## src/rtl/seq_shift_unit_pkg.sv

```systemverilog
// rtl/seq_shift_unit_pkg.sv - shared encodings for the sequential shifter
//
// Purpose: single source of the shift-mode and FSM-state encodings used by
// the shifter, its one-position helper and the ALU decoder.
//
// Contents:
//   shift_op_e : OP_SLL, OP_SRL, OP_SRA, OP_ROR (2-bit, matches the op port)
//   state_e    : ST_IDLE, ST_SHIFT, ST_DONE
//   OP_W       : width of the op field

package seq_shift_unit_pkg;

  localparam int OP_W = 2;

  // Encoding values are fixed: the ALU decoder drives op with these codes.
  typedef enum logic [OP_W-1:0] {
    OP_SLL = 2'b00,
    OP_SRL = 2'b01,
    OP_SRA = 2'b10,
    OP_ROR = 2'b11
  } shift_op_e;

  typedef enum logic [1:0] {
    ST_IDLE  = 2'b00,
    ST_SHIFT = 2'b01,
    ST_DONE  = 2'b10
  } state_e;

endpackage

```

## src/rtl/seq_shift_unit_if.sv

```systemverilog
// rtl/seq_shift_unit_if.sv - request/result bundle of the sequential shifter
//
// Purpose: groups the start/busy/done handshake with its operand and result.
//
// Signals:
//   start  request, only honoured while the shifter is idle
//   op     shift mode (shift_op_e encoding)
//   a      operand
//   shamt  shift amount
//   busy   shifter occupied
//   done   one-cycle completion pulse
//   s      result, held until the next completion or reset
//
// Modports:
//   master : requester (ALU side) drives start/op/a/shamt
//   slave  : the shifter drives busy/done/s

interface seq_shift_unit_if #(
  parameter int WIDTH = 32,
  parameter int SHW   = $clog2(WIDTH)
);

  logic             start;
  logic [1:0]       op;
  logic [WIDTH-1:0] a;
  logic [SHW-1:0]   shamt;
  logic             busy;
  logic             done;
  logic [WIDTH-1:0] s;

  modport master (
    output start, op, a, shamt,
    input  busy, done, s
  );

  modport slave (
    input  start, op, a, shamt,
    output busy, done, s
  );

endinterface

```

## src/rtl/seq_shift_unit_shift_one.sv

```systemverilog
// rtl/seq_shift_unit_shift_one.sv - combinational single-position shifter
//
// Purpose: moves a WIDTH-bit word by exactly one bit position in the
// selected mode. Purely combinational.
//
// Ports:
//   d   in  WIDTH  word before the step
//   op  in  2      shift mode (shift_op_e)
//   q   out WIDTH  word after the step

module shift_one
  import seq_shift_unit_pkg::*;
#(
  parameter int WIDTH = 32
) (
  input  logic [WIDTH-1:0] d,
  input  shift_op_e        op,
  output logic [WIDTH-1:0] q
);

  always_comb begin
    q = d;
    unique case (op)
      OP_SLL:  q = {d[WIDTH-2:0], 1'b0};
      OP_SRL:  q = {1'b0, d[WIDTH-1:1]};
      OP_SRA:  q = {d[WIDTH-1], d[WIDTH-1:1]};
      OP_ROR:  q = {d[0], d[WIDTH-1:1]};
      default: q = d;
    endcase
  end

endmodule

```

## src/rtl/seq_shift_unit.sv

```systemverilog
// rtl/seq_shift_unit.sv - multi-cycle shifter, one bit position per clock
//
// Purpose: shifts a WIDTH-bit operand by shamt positions (SLL/SRL/SRA/ROR)
// under a start/busy/done handshake. A request is accepted only in IDLE;
// the operand, amount and mode are captured at that edge and never
// re-sampled until the operation finishes.
//
// Ports:
//   clk  in  rising-edge clock
//   rst  in  asynchronous, active-high reset; discards any operation
//   bus  slave modport of seq_shift_unit_if
//          start/op/a/shamt in, busy/done/s out
//
// Timing: accept at E0, done high in the cycle after E(shamt+1), back in
// IDLE after E(shamt+2). busy decodes the state register; done and s are
// registered, so no output depends combinationally on an input.

module seq_shift_unit
  import seq_shift_unit_pkg::*;
#(
  parameter int WIDTH = 32,
  parameter int SHW   = $clog2(WIDTH)
) (
  input  logic            clk,
  input  logic            rst,
  seq_shift_unit_if.slave bus
);

  state_e           state_q;
  state_e           state_d;
  logic [WIDTH-1:0] work_q;
  logic [SHW-1:0]   cnt_q;
  shift_op_e        mode_q;
  logic [WIDTH-1:0] s_q;
  logic             done_q;
  logic [WIDTH-1:0] work_step;

  // Control strobes decoded by the FSM for the datapath registers.
  logic accept;
  logic step;
  logic finish;

  shift_one #(
    .WIDTH (WIDTH)
  ) u_shift_one (
    .d  (work_q),
    .op (mode_q),
    .q  (work_step)
  );

  always_ff @(posedge clk or posedge rst) begin
    if (rst) begin
      state_q <= ST_IDLE;
    end else begin
      state_q <= state_d;
    end
  end

  always_comb begin
    state_d = state_q;
    accept  = 1'b0;
    step    = 1'b0;
    finish  = 1'b0;
    unique case (state_q)
      ST_IDLE: begin
        if (bus.start) begin
          accept  = 1'b1;
          state_d = ST_SHIFT;
        end
      end
      ST_SHIFT: begin
        // The zero-count check comes after the last step, so shamt=0
        // still spends one SHIFT cycle and finishes with s=a.
        if (cnt_q == '0) begin
          finish  = 1'b1;
          state_d = ST_DONE;
        end else begin
          step = 1'b1;
        end
      end
      ST_DONE: begin
        state_d = ST_IDLE;
      end
      default: begin
        state_d = ST_IDLE;
      end
    endcase
  end

  always_ff @(posedge clk or posedge rst) begin
    if (rst) begin
      work_q <= '0;
      cnt_q  <= '0;
      mode_q <= OP_SLL;
      s_q    <= '0;
      done_q <= 1'b0;
    end else begin
      done_q <= finish;
      if (accept) begin
        work_q <= bus.a;
        cnt_q  <= bus.shamt;
        mode_q <= shift_op_e'(bus.op);
      end else if (step) begin
        work_q <= work_step;
        cnt_q  <= cnt_q - SHW'(1);
      end
      // s only moves on completion so the previous result stays visible
      // to the ALU for the whole of the next operation.
      if (finish) begin
        s_q <= work_q;
      end
    end
  end

  assign bus.busy = (state_q != ST_IDLE);
  assign bus.done = done_q;
  assign bus.s    = s_q;

endmodule
```

## src/flat_wrapper.sv

```systemverilog
// flat-port wrapper written by rule: the top's interface ports become plain ports
module seq_shift_unit_flat import seq_shift_unit_pkg::*;
#(
  parameter int WIDTH = 32,
  parameter int SHW   = $clog2(WIDTH)
)
  (clk, rst, bus_start, bus_op, bus_a, bus_shamt, bus_busy, bus_done, bus_s);
  seq_shift_unit_if #(.WIDTH(WIDTH), .SHW(SHW)) bus_i ();
  input  logic clk;
  input  logic rst;
  input wire logic [$bits(bus_i.start)-1:0] bus_start;
  input wire logic [$bits(bus_i.op)-1:0] bus_op;
  input wire logic [$bits(bus_i.a)-1:0] bus_a;
  input wire logic [$bits(bus_i.shamt)-1:0] bus_shamt;
  output wire logic [$bits(bus_i.busy)-1:0] bus_busy;
  output wire logic [$bits(bus_i.done)-1:0] bus_done;
  output wire logic [$bits(bus_i.s)-1:0] bus_s;
  assign bus_i.start = bus_start;
  assign bus_i.op = bus_op;
  assign bus_i.a = bus_a;
  assign bus_i.shamt = bus_shamt;
  assign bus_busy = bus_i.busy;
  assign bus_done = bus_i.done;
  assign bus_s = bus_i.s;
  seq_shift_unit #(.WIDTH(WIDTH), .SHW(SHW)) u_core (.clk(clk), .rst(rst), .bus(bus_i));
endmodule
```

## config.mk

```make
export PLATFORM = sky130hd
export DESIGN_NAME = seq_shift_unit_flat
export DESIGN_NICKNAME = d
export VERILOG_FILES = /design/src/rtl/seq_shift_unit_pkg.sv /design/src/rtl/seq_shift_unit_if.sv /design/src/rtl/seq_shift_unit_shift_one.sv /design/src/rtl/seq_shift_unit.sv /design/src/flat_wrapper.sv
export SDC_FILE = /design/constraint.sdc
export NUM_CORES = 1
export LEC_CHECK = 0
export ABC_AREA = 1
export BUFFER_PORTS_ARGS = -buffer_cell sky130_fd_sc_hd__buf_2
export CORE_ASPECT_RATIO = 1.2
export CORE_MARGIN = 2
export CORE_UTILIZATION = 25
export DETAILED_ROUTE_END_ITERATION = 8
export PLACE_DENSITY_LB_ADDON = 0.2
export SYNTH_ARGS = -nofsm -noshare
export SYNTH_HDL_FRONTEND = slang
export SYNTH_SLANG_ARGS = --single-unit
```

## constraint.sdc

```tcl
create_clock -name clk -period 2.55 [get_ports clk]
set_clock_uncertainty 0.1 [all_clocks]
set_input_delay 0 -clock clk [delete_from_list [all_inputs] [get_ports clk]]
set_output_delay 0 -clock clk [all_outputs]
set_load 0.005 [all_outputs]
```

# [Word level (Yosys, flattened, before mapping)]
# Index checks and enable logic that the tools add are counted.
# Widths: inputs -> output; s select.
[word_totals] out_inout_bits=34 in_bits=42 elab_cells=36 regBits=74
[op_classes] add_sub_neg=1 n_eq_ne=7 reduce_logical=7 n_mux=14
[ops] op="$pmux 32 s4" n=1
[ops] op="$mux 32" n=2
[ops] op="$mux 5" n=2
[ops] op="$mux 1" n=6
[ops] op="$logic_not 5->1" n=1
[ops] op="$sub 5x1->5 const B" n=1
[ops] op="$eq 2x1->1 const B" n=2
[ops] op="$eq 2x2->1 const B" n=2
[ops] op="$logic_not 2->1" n=2
[ops] op="$mux 2" n=2
[ops] op="$ne 2x1->1 const B" n=2
[ops] op="$pmux 2 s2" n=1
[ops] op="$reduce_and 2->1" n=2
[ops] op="$reduce_bool 2->1" n=2
[ops] op="$ne 2x2->1 const B" n=1

# [Logic depth before layout (Yosys ltp)]
# Gate-level depths: netlist of the first run.
[logic_depth] depth_word=5 depth_mapped=8 depth_no_buf=8

# [Hierarchy]
# Synthesis of the first run repeated with hierarchy kept, for this count alone.
[hier_totals] cells_unflattened=552 hier_area_um2=3990.1
[by_module_without_submodules] module="seq_shift_unit" n_inst=1 seq_area_each_um2=1851.8 cells_per_inst=445 area_each_um2=3504.6
[by_module_without_submodules] module="shift_one" n_inst=1 seq_area_each_um2=0.0 cells_per_inst=107 area_each_um2=485.5

# [Least setup slack after synthesis of the first run]
# No wires, ideal clock.
[synth_timing] path_kind="flip-flop to flip-flop" startpoint="reg u_core.cnt_q[0]" endpoint="reg u_core.work_q[10]" period_less_slack_ns=1.478 path_slack_ns=1.072 setup_ns=0.120 arrival_ns=1.258 path_buffers=1 stages_incl_launch_ff=9 path_cell_list="dfrtp_1 > inv_1 > ha_1 > nand3_1 > nand2_2 > nand2_4 > buf_6 > nand2_2 > o21ai_2"
[synth_via] elab_chain_len=4
[synth_rtl] item="start: declaration" line="seq_shift_unit.sv:32" source="logic [SHW-1:0] cnt_q;"
[synth_rtl] item="start signal: assignment" line="seq_shift_unit.sv:101" source="cnt_q <= bus.shamt;"
[synth_rtl] item="start signal: assignment" line="seq_shift_unit.sv:105" source="cnt_q <= cnt_q - SHW'(1);"
[synth_rtl] item="$logic_not 5->1" line="seq_shift_unit.sv:74" source="if (cnt_q == '0) begin"
[synth_rtl] item="$mux 1" line="seq_shift_unit.sv:74"
[synth_rtl] item="$mux 1" line="seq_shift_unit.sv:64" source="unique case (state_q)"
[synth_rtl] item="$reduce_bool 2->1 (no source line)"
[synth_rtl] item="end signal: assignment" line="seq_shift_unit.sv:100" source="work_q <= bus.a;"
[synth_rtl] item="end signal: assignment" line="seq_shift_unit.sv:104" source="work_q <= work_step;"
[synth_rtl] item="end: declaration" line="seq_shift_unit.sv:31" source="logic [WIDTH-1:0] work_q;"
# Every way passes these cells.
# A chain may end at the register's enable or synchronous reset.

# [Worst setup path in the final report of the first run]
[layout_timing] startpoint="reg u_core.cnt_q[0]" endpoint="reg u_core.work_q[16]"
# Same word-level chain as after synthesis.

==> results of run 1 <==
-- through the flow --
stage               worst slack, ns    util  cells  hold WS (ns)  instance area [sq um]
finish                       0.4530  0.3369    803        0.1585                   5249
global route                 0.3193  0.3369    803        0.1887                   5249
CTS                          0.4375  0.3369    803        0.1633                   5249
detailed placement           0.4800  0.2892    747      -0.01708                   4504
global placement             0.5822  0.2892    747      -0.02254                   4504
floorplan                    0.5684       -    482       0.01682                   3961
-- per-layer routing --
layer	vias to the layer above	GRT usage
met5	-	0
met4	0	0.06015
met3	19	0.02412
met2	64	0.2163
met1	1557	0.1568
li1	1727	-
-- placed cells by master, fill, tap and decap left out, types with 2 or more instances in the layout --
cell type	n
sky130_fd_sc_hd__inv_1	40
sky130_fd_sc_hd__nand2_1	183
sky130_fd_sc_hd__buf_4	6
sky130_fd_sc_hd__clkbuf_16	9
sky130_fd_sc_hd__clkinv_4	2
sky130_fd_sc_hd__buf_12	4
sky130_fd_sc_hd__dfrtp_1	74
sky130_fd_sc_hd__dlygate4sd3_1	40
sky130_fd_sc_hd__nand3_1	39
sky130_fd_sc_hd__o21ai_1	19
sky130_fd_sc_hd__buf_2	75
sky130_fd_sc_hd__bufinv_16	3
sky130_fd_sc_hd__nand2_2	34
sky130_fd_sc_hd__o21ai_0	2
sky130_fd_sc_hd__o21ai_2	47
sky130_fd_sc_hd__inv_2	4
sky130_fd_sc_hd__nor2_2	3
-- cells by family (layout without fill, tap and decap cells) --
family | after synthesis | count (layout)
fa+ha+maj | 1 | 1
buf+inv | 73 | 186
flops | 74 | 74
simple gates | 265 | 265
xor+xnor | 1 | 1
compound gates | 68 | 68
-- state kept, by name (all words and copies together), names as in the netlist --
register,flops
u_core.state_q,2
u_core.cnt_q,5
u_core.mode_q,2
u_core.work_q,32
u_core.bus.s,32
u_core.bus.done,1
-- critical path: cells and delay by family, from the launching register on --
family,cells,cell delay [ns]
AOI/OAI and AO/OA,1,0.05
adders and majority gates,1,0.32
buffers and inverters,2,0.48
DFF,1,0.36
and+or+nand+nor,4,0.65
-- layout make-up --
cell class                      count  area [sq um]
Fill cell                        1672         10330
Sequential cell                    74          1852
Multi-Input combinational cell    335          1722
Timing Repair Buffer              125         900.9
Tap cell                          208         260.3
Clock buffer                       10         229.0
Inverter                           45         170.2
Clock inverter                      6         115.1
-- report_power, final --
part | leakage, nW | internal, W | total [W] | switching (W)
combinational | 1.61 | 0.00142 | 0.00381 | 0.00239
clock | 0.163 | 0.000960 | 0.00147 | 0.000511
sequential | 0.935 | 0.00172 | 0.00194 | 0.000220
total | 2.71 | 0.00410 | 0.00722 | 0.00313
-- worst max-delay path by stage --
stage	cells after the start	end	slack (ns)
finish	8	u_core.work_q[16]	0.45
global route	8	u_core.work_q[16]	0.32
CTS	8	u_core.work_q[16]	0.44
detailed placement	8	u_core.work_q[16]	0.48
global placement	8	u_core.work_q[21]	0.58
floorplan	1	u_core.bus.done	0.57
-- synth_stat cells (2+ instances only) --
master,instances,area (sq um)
sky130_fd_sc_hd__buf_2,13,65.06
sky130_fd_sc_hd__buf_6,13,146.4
sky130_fd_sc_hd__dfrtp_1,74,1852
sky130_fd_sc_hd__inv_1,41,153.9
sky130_fd_sc_hd__inv_2,4,15.01
sky130_fd_sc_hd__nand2_1,183,686.9
sky130_fd_sc_hd__nand2_2,34,212.7
sky130_fd_sc_hd__nand3_1,39,195.2
sky130_fd_sc_hd__nor2_1,2,7.510
sky130_fd_sc_hd__nor2_2,2,12.51
sky130_fd_sc_hd__o21ai_0,2,10.01
sky130_fd_sc_hd__o21ai_1,19,95.09
sky130_fd_sc_hd__o21ai_2,47,411.6
==> out/results.env, run 1 <==
YOSYS-MUX-AREA-FRACTION=0
SEQUENTIAL_ELEMENT_SHARE_OF_THE_SYNTHESIZED_AREA=0.4675
GPL.FINAL_WEIGHTED_CONGESTION=0.7425
WL_MET1_MM=4.607
SYNTH-COMPOUND-AREA-SHARE=0.1304
DIE-HEIGHT_MICRONS=141.9
CP_MAX_FO=32
R2R.WORST_PATH.CELLS=8
REPORT.FINAL.SETUP_VIOL=0
CTS_BUFFERS=9
GLOBALROUTEOVERFLOWTOTAL=0
CTS_NUM_SINKS=74
AVGVIACOUNTPERCELL=4.193
SYNTH_AREA_SQ_UM=3961
STARTING_DRT_DRC_COUNT=214
DESIGN.DIE.AREA_SQ_UM=16870
ROUTE.DETAILED.DRC=0
CTS-HTREE-LEVELS=3
CLK_LATENCY_NS=0.34
GRT_START_MAX_NET_PINS=39
POST_CTS_RESIZED=0
WORSTPATHREQUIRED_NS=2.67
FMAX_GHz=0.4769
FINALCRITPERIODSHARE=0.8224
MET2ROUTEDLENGTH_MM=4.910
DR.PASS1.ITERS=4
SYNTH-ADDER-AREA-SHARE=0.003159
SYNTH.LIB_CELLS_USED.DISTINCT=22
GRT_ANTENNA_BEFORE_REPAIR=0
GRT_SETUP_UNREPAIRED='no'
STATUS='finished clean'
POST_CTS_BUFFERS=0
ANTENNA_LEFT=0
SYNTH_FLOP_CELL='sky130_fd_sc_hd__dfrtp_1'
PORTBUFFERS=75
CTS.HOLD.BUFFERS_ADDED=40
SYNTHXORXNORAREAFRAC=0.002211
SLEW_VIOLATIONS=0
TRITONCTS='yes'
SYNTH_SIMPLE_GATE_AREA_FRAC=0.2960
MAX_CAP_VIOLATIONS=0
ROUTED_LEN_INST_MICRONS=12.56
GRT_USE_TOTAL=0.1277
WORSTHOLDPATHTYPE='in2async'
NETS=633
CP.ARRIVAL_NS=2.22
WIRE_LENGTH_OF_THE_FIRST_GLOBAL_ROUTING_PASS_MM=17.11
AREA_DELTA_SYNTH_FINAL_PCT=32.50
MAXSLEWHEADROOM=0.5646
INITIAL_UTILIZATION=0.2543
SYNTHESIZED_NETLIST_NET_COUNT=525
POWER_DENSITY_nW_PER_UM2=1376
TIMING.CRITICAL_PATH.SLOWEST_STAGE_CELL='sky130_fd_sc_hd__dfrtp_1'
PATH_CLASS='reg2reg'
PLACEABLECOREAREA_SQ_UM=15580
LARGEST_FAMILY_OF_LOGIC_CELLS_BY_SYNTHESIZED_AREA='simple AND/OR/NAND/NOR gates'
GRT_PASS1_VIAS=3418
ROUTED-VIA-COUNT=3367
POST_ROUTE_CELLS_DRIVE_ABOVE_1_SHARE=0.3244
SYNTH-SEQ-CELLS=74
WORST_SETUP_PATH_END_KIND='flop'
TNS_NS=0
ROOT_BUFFER='sky130_fd_sc_hd__clkbuf_16'
DR_WL_MET3_MICRONS=318
DP_HPWL_MM=6.800
MAX_STAGE_DELAY_NS=0.36
YOSYS_WARNINGS=0
R2R_START='u_core.cnt_q[0]'
REG2REG_TO='u_core.work_q[16]'
DRT_WL_TOTAL_MM=10.09
POWER.TOTAL_W=0.007224
WORST_SETUP_PATH_START_KIND='flop'
CHIPWIDTH_MICRONS=118.9
TIMING.CRITICAL_PATH.CELLS='inv_1, ha_1, nand3_1, nand2_2, nand2_4, buf_4, nand2_2, o21ai_2'
MAXUSEDROUTINGLAYER='met4'
IOPINCOUNT=76
TIGHTEST_SLEW_NS=0.6524
SYNTH-ASYNC-RESET-RATIO=1.000
VDD_DROP_MAX_V=0.0004486
CTS_BUFFER_DEPTH=2
HOLD_VIOL=0
LEAKAGEPOWER_nW=2.709
CLKTRANSATPATHREGS_NS=0.06
PERIOD_MINUS_SLACK_NS=2.097
ROWS=50
AVG_CELL_AREA_SYN_SQ_UM=8.218
ANTENNA-DIODE-COUNT=0
FF2FF_SETUP_SLACK_NS=0.45
WORST_SETUP_PATH_STARTPOINT='u_core.cnt_q[0]'
POST_SYNTHESIS_CELL_COUNT=482
SYNTH-EDFF-COUNT=0
CP_COMMON_CELL='sky130_fd_sc_hd__nand2_2'
No activity file was read; power rests on OpenSTA's default activity.
==> inputs of run 2 (changes only) <==
==> constraint.sdc (replaced) <==
create_clock -name clk -period 2.13 [get_ports clk]
set_clock_uncertainty 0.1 [all_clocks]
set_input_delay 0 -clock clk [delete_from_list [all_inputs] [get_ports clk]]
set_output_delay 0 -clock clk [all_outputs]
set_load 0.005 [all_outputs]
==> run 2 against run 1 <==
Compared with the run above: sequential cell count unchanged; register-to-register slack worse by 0.16 ns; sequential share of layout area down 0.20 points; critical path type unchanged; critical endpoint is now u_core.work_q[8]; largest cell class unchanged; largest power group unchanged.
==> out/results.env, run 2 (synthesized netlist as in run 1, its figures left out) <==
STATUS='finished clean'  # unchanged
GRT_SETUP_UNREPAIRED='no'  # unchanged
TIMING.HOLD.WORST_ENDPOINT='u_core.work_q[31]'
DRT_WL_TOTAL_MM=9.921  # was 10.09 mm
TRITONCTS='yes'  # unchanged
REG2REG_TO='u_core.work_q[8]'  # was u_core.work_q[16]
SLEW_VIOLATIONS=0  # unchanged
FINAL_COMMON_CELL='sky130_fd_sc_hd__nand2_1'  # unchanged
INITIAL_UTILIZATION=0.2543  # unchanged
SWSHARE=0.4331  # was 0.4326
GRT_START_MAX_NET_PINS=75  # was 39
ANTENNA_LEFT=0  # unchanged
FRACTION_OF_POWER_CONSUMED_BY_THE_CLOCK_NETWORK=0.188  # was 0.204
ROUTED-VIA-COUNT=3385  # was 3367
LAYOUT_COMMON_CELLS='183 x sky130_fd_sc_hd__nand2_1, 75 x sky130_fd_sc_hd__buf_2, 74 x sky130_fd_sc_hd__dfrtp_1'  # unchanged
POWER.TOTAL_W=0.008612  # was 0.007224 W
GRT_ANTENNA_BEFORE_REPAIR=0  # unchanged
PATH_CLASS='reg2reg'  # unchanged
CTS_BUFFERS=9  # unchanged
POST_ROUTE_CELLS_DRIVE_ABOVE_1_SHARE=0.3283  # was 0.3244
DESIGN.DIE.AREA_SQ_UM=16870  # unchanged
COMBINATIONALPOWERSHARE=0.541  # was 0.528
PRE_CTS_SLACK_NS=0.3037  # was 0.4800 ns
AREA_DELTA_SYNTH_FINAL_PCT=33.26  # was 32.50%
HOLD_WS_NS=0.1745  # was 0.1585 ns
R2R_START='u_core.cnt_q[0]'  # unchanged
DIE-HEIGHT_MICRONS=141.9  # unchanged
CHIPWIDTH_MICRONS=118.9  # unchanged
CP.ARRIVAL_NS=1.95  # was 2.22 ns
TIGHTEST_SLEW_NS=0.4149  # was 0.6524 ns
CTS_BUFFER_DEPTH=2  # unchanged
FINALCRITPERIODSHARE=0.8605  # was 0.8224
WORSTHOLDPATHTYPE='in2reg'  # was in2async
TIMING.CRITICAL_PATH.CELLS='inv_1, ha_1, nand3_1, nand2_2, nand2_4, buf_12, nand2_2, o21ai_2'  # was inv_1, ha_1, nand3_1, nand2_2, nand2_4, buf_4, nand2_2, o21ai_2
TOTAL_SWITCHING_POWER_W=0.003730  # was 0.003125 W
WORST_HOLD_STARTPOINT='bus_start'
FILLERINSTANCES=1669  # was 1672
PORTBUFFERS=75  # unchanged
WORSTPATHREQUIRED_NS=2.25  # was 2.67 ns
IOPINCOUNT=76  # unchanged
CLKTRANSATPATHREGS_NS=0.06  # about the same
TNS_NS=0  # unchanged
NETS=638  # was 633
PLACEABLECOREAREA_SQ_UM=15580  # unchanged
PERIOD_MINUS_SLACK_NS=1.833  # was 2.097 ns
POST_CTS_RESIZED=0  # unchanged
GRT_USE_TOTAL=0.1260  # was 0.1277
MAXSLEWHEADROOM=0.7234  # was 0.5646
MAX_CAP_VIOLATIONS=0  # unchanged
WIRE_LENGTH_OF_THE_FIRST_GLOBAL_ROUTING_PASS_MM=16.94  # was 17.11 mm
ROUTE.DETAILED.DRC=0  # unchanged
DR.PASS1.ITERS=4  # unchanged
MULTIINPUTGATEAREA_SQ_UM=1722  # unchanged
FF2FF_SETUP_SLACK_NS=0.30  # was 0.45 ns
INTERNAL-POWER_W=0.004882  # was 0.004099 W
GRT_PASS1_VIAS=3349  # was 3418
AVGVIACOUNTPERCELL=4.189  # was 4.193
TIMING.CRITICAL_PATH.SLOWEST_STAGE_CELL='sky130_fd_sc_hd__dfrtp_1'  # unchanged
ROUTED_LEN_INST_MICRONS=12.28  # was 12.56 microns
R2R.WORST_PATH.CELLS=8  # unchanged
WORST_SETUP_PATH_END_KIND='flop'  # unchanged
CTS_NUM_SINKS=74  # unchanged
FMAX_GHz=0.5456  # was 0.4769 GHz
ROWS=50  # unchanged
ROOT_BUFFER='sky130_fd_sc_hd__clkbuf_16'  # unchanged
REPORT.FINAL.SETUP_VIOL=0  # unchanged
CTS-HTREE-LEVELS=3  # unchanged
LAYOUTNONFILLERINSTCOUNT=808  # was 803
GLOBALROUTEOVERFLOWTOTAL=0  # unchanged
GPL.FINAL_WEIGHTED_CONGESTION=0.7089  # was 0.7425
POWER_DENSITY_nW_PER_UM2=1631  # was 1376 nW/um^2
ANTENNA-DIODE-COUNT=0  # unchanged
DP_CELLS=752  # was 747
SEQ_AREA_SQ_UM=1852  # unchanged
CLK_LATENCY_NS=0.33  # was 0.34 ns
VDD_DROP_MAX_V=0.0005338  # was 0.0004486 V
DP_HPWL_MM=6.838  # was 6.800 mm
HOLD_VIOL=0  # unchanged
CP_COMMON_CELL='sky130_fd_sc_hd__nand2_2'  # unchanged
WORST_SETUP_PATH_START_KIND='flop'  # unchanged
MAX_STAGE_DELAY_NS=0.37  # was 0.36 ns
CP_MAX_FO=25  # was 32
POWER_FRAC_SEQ=0.271  # was 0.269
MIN_PATH_CELLS=6
LEAKAGEPOWER_nW=2.735  # was 2.709 nW
POST-ROUTE-WORST-SETUP-SLACK_NS=0.2970  # was 0.4530 ns
STARTING_DRT_DRC_COUNT=132  # was 214
==> run 2: cell count changes in the layout (fill, tap and decap cells not counted) <==
| cell | delta |
|---|---|
| sky130_fd_sc_hd__clkinv_2 | +2 |
| sky130_fd_sc_hd__buf_4 | +3 |
| sky130_fd_sc_hd__clkinvlp_4 | -1 |
| sky130_fd_sc_hd__clkinv_4 | -1 |
| sky130_fd_sc_hd__bufinv_16 | -1 |
| sky130_fd_sc_hd__clkbuf_1 | +1 |
| sky130_fd_sc_hd__buf_12 | +2 |
==> run 2: timing repair <==
item / 4_1_cts / 5_1_grt
hold endpoints to repair: 113 / 0
setup endpoints to repair: 0 / 0
hold buffers: 40 / 0
buffers inserted: 0 / 0
==> run 2: stage by stage <==
stage | cell area [sq um] | utilization
finish | 5279 | 0.3389
global route | 5279 | 0.3389
CTS | 5279 | 0.3389
detailed placement | 4567 | 0.2932
global placement | 4567 | 0.2932
floorplan | 3961 | -
==> run 2: layer usage <==
layer / vias up / routed length, microns / track usage
met3: 11 / 394 / 0.02613
met5: - / 0 / 0
met4: 0 / 158 / 0.04511
li1: 1736 / - / -
met2: 71 / 4663 / 0.2018
met1: 1567 / 4704 / 0.1684
==> run 2: worst max-delay path: cells and delay by family, from the launching register on <==
kind | cells | cell delay [ns]
AO/OA/AOI/OAI | 1 | 0.05
adder cells (fa/ha/maj) | 1 | 0.30
buffers and inverters | 2 | 0.38
flip-flops | 1 | 0.37
AND/OR/NAND/NOR | 4 | 0.50
==> run 2: cell type report <==
type,count,share of cell area
tap,208,0.04930
timing repair buffer,130,0.1825
sequential,74,0.3508
multi-input combinational,335,0.3261
inverter,45,0.03224
clock buffer,11,0.04409
clock inverter,5,0.01493
==> run 2: worst max path at each step <==
stage                    startpoint  cells past startpoint                to  slack [ns]
CTS                 u_core.cnt_q[0]                      8  u_core.work_q[8]        0.29
global placement    u_core.cnt_q[0]                      6  u_core.bus.s[29]        0.35
floorplan                       rst                      1   u_core.bus.done        0.15
global route        u_core.cnt_q[0]                      8  u_core.work_q[6]        0.17
finish              u_core.cnt_q[0]                      8  u_core.work_q[8]        0.30
detailed placement  u_core.cnt_q[0]                      6  u_core.bus.s[16]        0.30
==> run 2: power groups by stage <==
stage	logic (W)	registers (W)	clock network (W)
floorplan	0.00367	0.00233	0
global placement	0.00461	0.00235	0
detailed placement	0.00469	0.00235	0
CTS	0.00476	0.00233	0.00167
global route	0.00533	0.00241	0.00173
finish	0.00466	0.00233	0.00162
==> inputs of run 3 (changes only) <==
--- a/config.mk
+++ b/config.mk
@@ -11,7 +11,7 @@
 export CORE_MARGIN = 2
 export CORE_UTILIZATION = 25
 export DETAILED_ROUTE_END_ITERATION = 8
-export PLACE_DENSITY_LB_ADDON = 0.2
+export PLACE_DENSITY = 0.41
 export SYNTH_ARGS = -nofsm -noshare
 export SYNTH_HDL_FRONTEND = slang
 export SYNTH_SLANG_ARGS = --single-unit
==> run 3 against run 2 <==
Compared with the run above: combinational power shrank 2%; register-to-register slack about the same; routed wire length down 0.83%; sequential share of layout area increased by 0.44 points; sequential power barely moved; cell count decreased by 0.62%; sequential cell count stayed put; critical path type unchanged.
==> out/results.env, run 3 (synthesized netlist as in run 1, its figures left out) <==
STATUS='finished clean'  # unchanged
TOTAL_SWITCHING_POWER_W=0.003685  # was 0.003730 W
TRITONCTS='yes'  # unchanged
POST_CTS_RESIZED=0  # unchanged
PLACEABLECOREAREA_SQ_UM=15580  # unchanged
FINALCRITPERIODSHARE=0.8642  # was 0.8605
GRT_START_MAX_NET_PINS=51  # was 75
FMAX_GHz=0.5432  # was 0.5456 GHz
DR_WL_MET3_MICRONS=372  # was 394 microns
MAX_CAP_VIOLATIONS=0  # unchanged
SLEW_VIOLATIONS=0  # unchanged
GRT_USE_TOTAL=0.1236  # was 0.1260
DRT_WL_TOTAL_MM=9.839  # was 9.921 mm
POST_ROUTE_CELLS_DRIVE_ABOVE_1_SHARE=0.3227  # was 0.3283
IOPINCOUNT=76  # unchanged
CLK_LATENCY_NS=0.33  # about the same
REPORT.FINAL.SETUP_VIOL=0  # unchanged
GLOBALROUTEOVERFLOWTOTAL=0  # unchanged
FF2FF_SETUP_SLACK_NS=0.29  # was 0.30 ns
POST_CTS_BUFFERS=0  # unchanged
LAYOUTNONFILLERINSTCOUNT=803  # was 808
PORTBUFFERS=75  # unchanged
WORST_SETUP_PATH_END_KIND='flop'  # unchanged
REG2REG_TO='u_core.work_q[9]'  # was u_core.work_q[8]
ROUTED-VIA-COUNT=3299  # was 3385
MAXUSEDROUTINGLAYER='met4'  # unchanged
DESIGN.DIE.AREA_SQ_UM=16870  # unchanged
WORSTPATHREQUIRED_NS=2.25  # about the same
INITIAL_UTILIZATION=0.2543  # unchanged
SWSHARE=0.4416  # was 0.4331
PATH_BUF_INV=2  # unchanged
PERIOD_MINUS_SLACK_NS=1.841  # was 1.833 ns
CLKTRANSATPATHREGS_NS=0.06  # about the same
GPL.FINAL_WEIGHTED_CONGESTION=0.7272  # was 0.7089
DIE-HEIGHT_MICRONS=141.9  # unchanged
DP_CELLS=747  # was 752
TNS_NS=0  # unchanged
GRT_SETUP_UNREPAIRED='no'  # unchanged
ROWS=50  # unchanged
POWER.TOTAL_W=0.008345  # was 0.008612 W
TIMING.CRITICAL_PATH.CELLS='inv_1, ha_1, nand3_1, nand2_2, nand2_4, buf_12, nand2_2, o21ai_2'  # unchanged
R2R_START='u_core.cnt_q[0]'  # unchanged
LAYOUT_COMMON_CELLS='183 x sky130_fd_sc_hd__nand2_1, 75 x sky130_fd_sc_hd__buf_2, 74 x sky130_fd_sc_hd__dfrtp_1'  # unchanged
ROOT_BUFFER='sky130_fd_sc_hd__clkbuf_16'  # unchanged
WL_MET1_MM=4.641  # was 4.704 mm
CTS-HTREE-LEVELS=3  # unchanged
AREA_DELTA_SYNTH_FINAL_PCT=31.62  # was 33.26%
VDD_DROP_MAX_V=0.0004199  # was 0.0005338 V
CP.ARRIVAL_NS=1.96  # was 1.95 ns
ROUTED_LEN_INST_MICRONS=12.25  # was 12.28 microns
CTS_BUFFER_DEPTH=2  # unchanged
POWER_DENSITY_nW_PER_UM2=1601  # was 1631 nW/um^2
STARTING_DRT_DRC_COUNT=138  # was 132
TIGHTEST_SLEW_NS=0.4939  # was 0.4149 ns
GRT_ANTENNA_BEFORE_REPAIR=0  # unchanged
R2R.WORST_PATH.CELLS=8  # unchanged
INTERNAL-POWER_W=0.004659  # was 0.004882 W
GRT_PASS1_VIAS=3258  # was 3349
CHIPWIDTH_MICRONS=118.9  # unchanged
LEAKAGEPOWER_nW=2.702  # was 2.735 nW
ANTENNA-DIODE-COUNT=0  # unchanged
MAX_STAGE_DELAY_NS=0.36  # was 0.37 ns
COMBINATIONALPOWERSHARE=0.545  # was 0.541
WIRE_LENGTH_OF_THE_FIRST_GLOBAL_ROUTING_PASS_MM=16.38  # was 16.94 mm
PATH_CLASS='reg2reg'  # unchanged
ROUTE.DETAILED.DRC=0  # unchanged
WORST_SETUP_PATH_START_KIND='flop'  # unchanged
WORSTHOLDPATHTYPE='in2async'  # was in2reg
MAXSLEWHEADROOM=0.6703  # was 0.7234
FINAL_COMMON_CELL='sky130_fd_sc_hd__nand2_1'  # unchanged
DR.PASS1.ITERS=4  # unchanged
CP_COMMON_CELL='sky130_fd_sc_hd__nand2_2'  # unchanged
DP_HPWL_MM=6.564  # was 6.838 mm
CTS_NUM_SINKS=74  # unchanged
POWER_FRAC_SEQ=0.278  # was 0.271
CRITPATHTOPFAMILY='simple AND/OR/NAND/NOR gates'  # unchanged
HOLD_VIOL=0  # unchanged
ANTENNA_LEFT=0  # unchanged
CP_MAX_FO=29  # was 25
FILLERINSTANCES=1678  # was 1669
AVGVIACOUNTPERCELL=4.108  # was 4.189
MET2ROUTEDLENGTH_MM=4.673  # was 4.663 mm
CTS_BUFFERS=9  # unchanged
NETS=633  # was 638
FRACTION_OF_POWER_CONSUMED_BY_THE_CLOCK_NETWORK=0.177  # was 0.188
TIMING.CRITICAL_PATH.SLOWEST_STAGE_CELL='sky130_fd_sc_hd__dfrtp_1'  # unchanged
## run 3: per-layer routing
metal | GRT usage | up-vias
li1 | - | 1726
met2 | 0.2087 | 60
met5 | 0 | -
met1 | 0.1520 | 1505
met4 | 0.05263 | 0
met3 | 0.02733 | 8
## run 3: worst max-delay path by stage
stage / to / start / depth (start not counted)
after floorplan: u_core.bus.done / rst / 1
after global placement: u_core.work_q[31] / u_core.cnt_q[0] / 9
after detailed placement: u_core.bus.s[28] / u_core.cnt_q[0] / 6
after CTS: u_core.bus.s[28] / u_core.cnt_q[0] / 6
after global routing: u_core.bus.s[22] / u_core.cnt_q[0] / 6
final: u_core.work_q[9] / u_core.cnt_q[0] / 8
## run 3: area by class of cell
class / instances / area [sq um] / share of cell area
Clock buffer: 14 / 274.0 / 0.05256
Inverter: 45 / 170.2 / 0.03264
Multi-Input combinational cell: 335 / 1722 / 0.3302
Clock inverter: 2 / 10.01 / 0.001920
Sequential cell: 74 / 1852 / 0.3552
Tap cell: 208 / 260.3 / 0.04992
Timing Repair Buffer: 125 / 925.9 / 0.1776
## run 3: what timing repair did
item                                   4_1_cts  5_1_grt
endpoints found under the hold margin       63        0
setup endpoints to repair                    0        0
hold buffers                                40        0
## run 3: power by group through the flow
stage	sequential, W	clock (W)	combinational, W
floorplan	0.00233	0	0.00367
global placement	0.00233	0	0.00453
detailed placement	0.00234	0	0.00459
CTS	0.00232	0.00151	0.00465
global route	0.00240	0.00158	0.00516
finish	0.00232	0.00147	0.00455
## run 3: stage by stage
stage | instance area (sq um) | utilization | hold slack (ns) | worst slack [ns]
2_1_floorplan | 3961 | - | 0.01682 | 0.1484
3_3_place_gp | 4529 | 0.2908 | -0.05270 | 0.3346
3_5_place_dp | 4529 | 0.2908 | -0.04848 | 0.2955
6_report | 5214 | 0.3347 | 0.1419 | 0.2892
5_1_grt | 5214 | 0.3347 | 0.1856 | 0.1408
4_1_cts | 5214 | 0.3347 | 0.1526 | 0.2876
## run 3: tightest hold or removal path: cells and delay by family
kind	cells	cell delay, ns
buf+inv	3	1.01
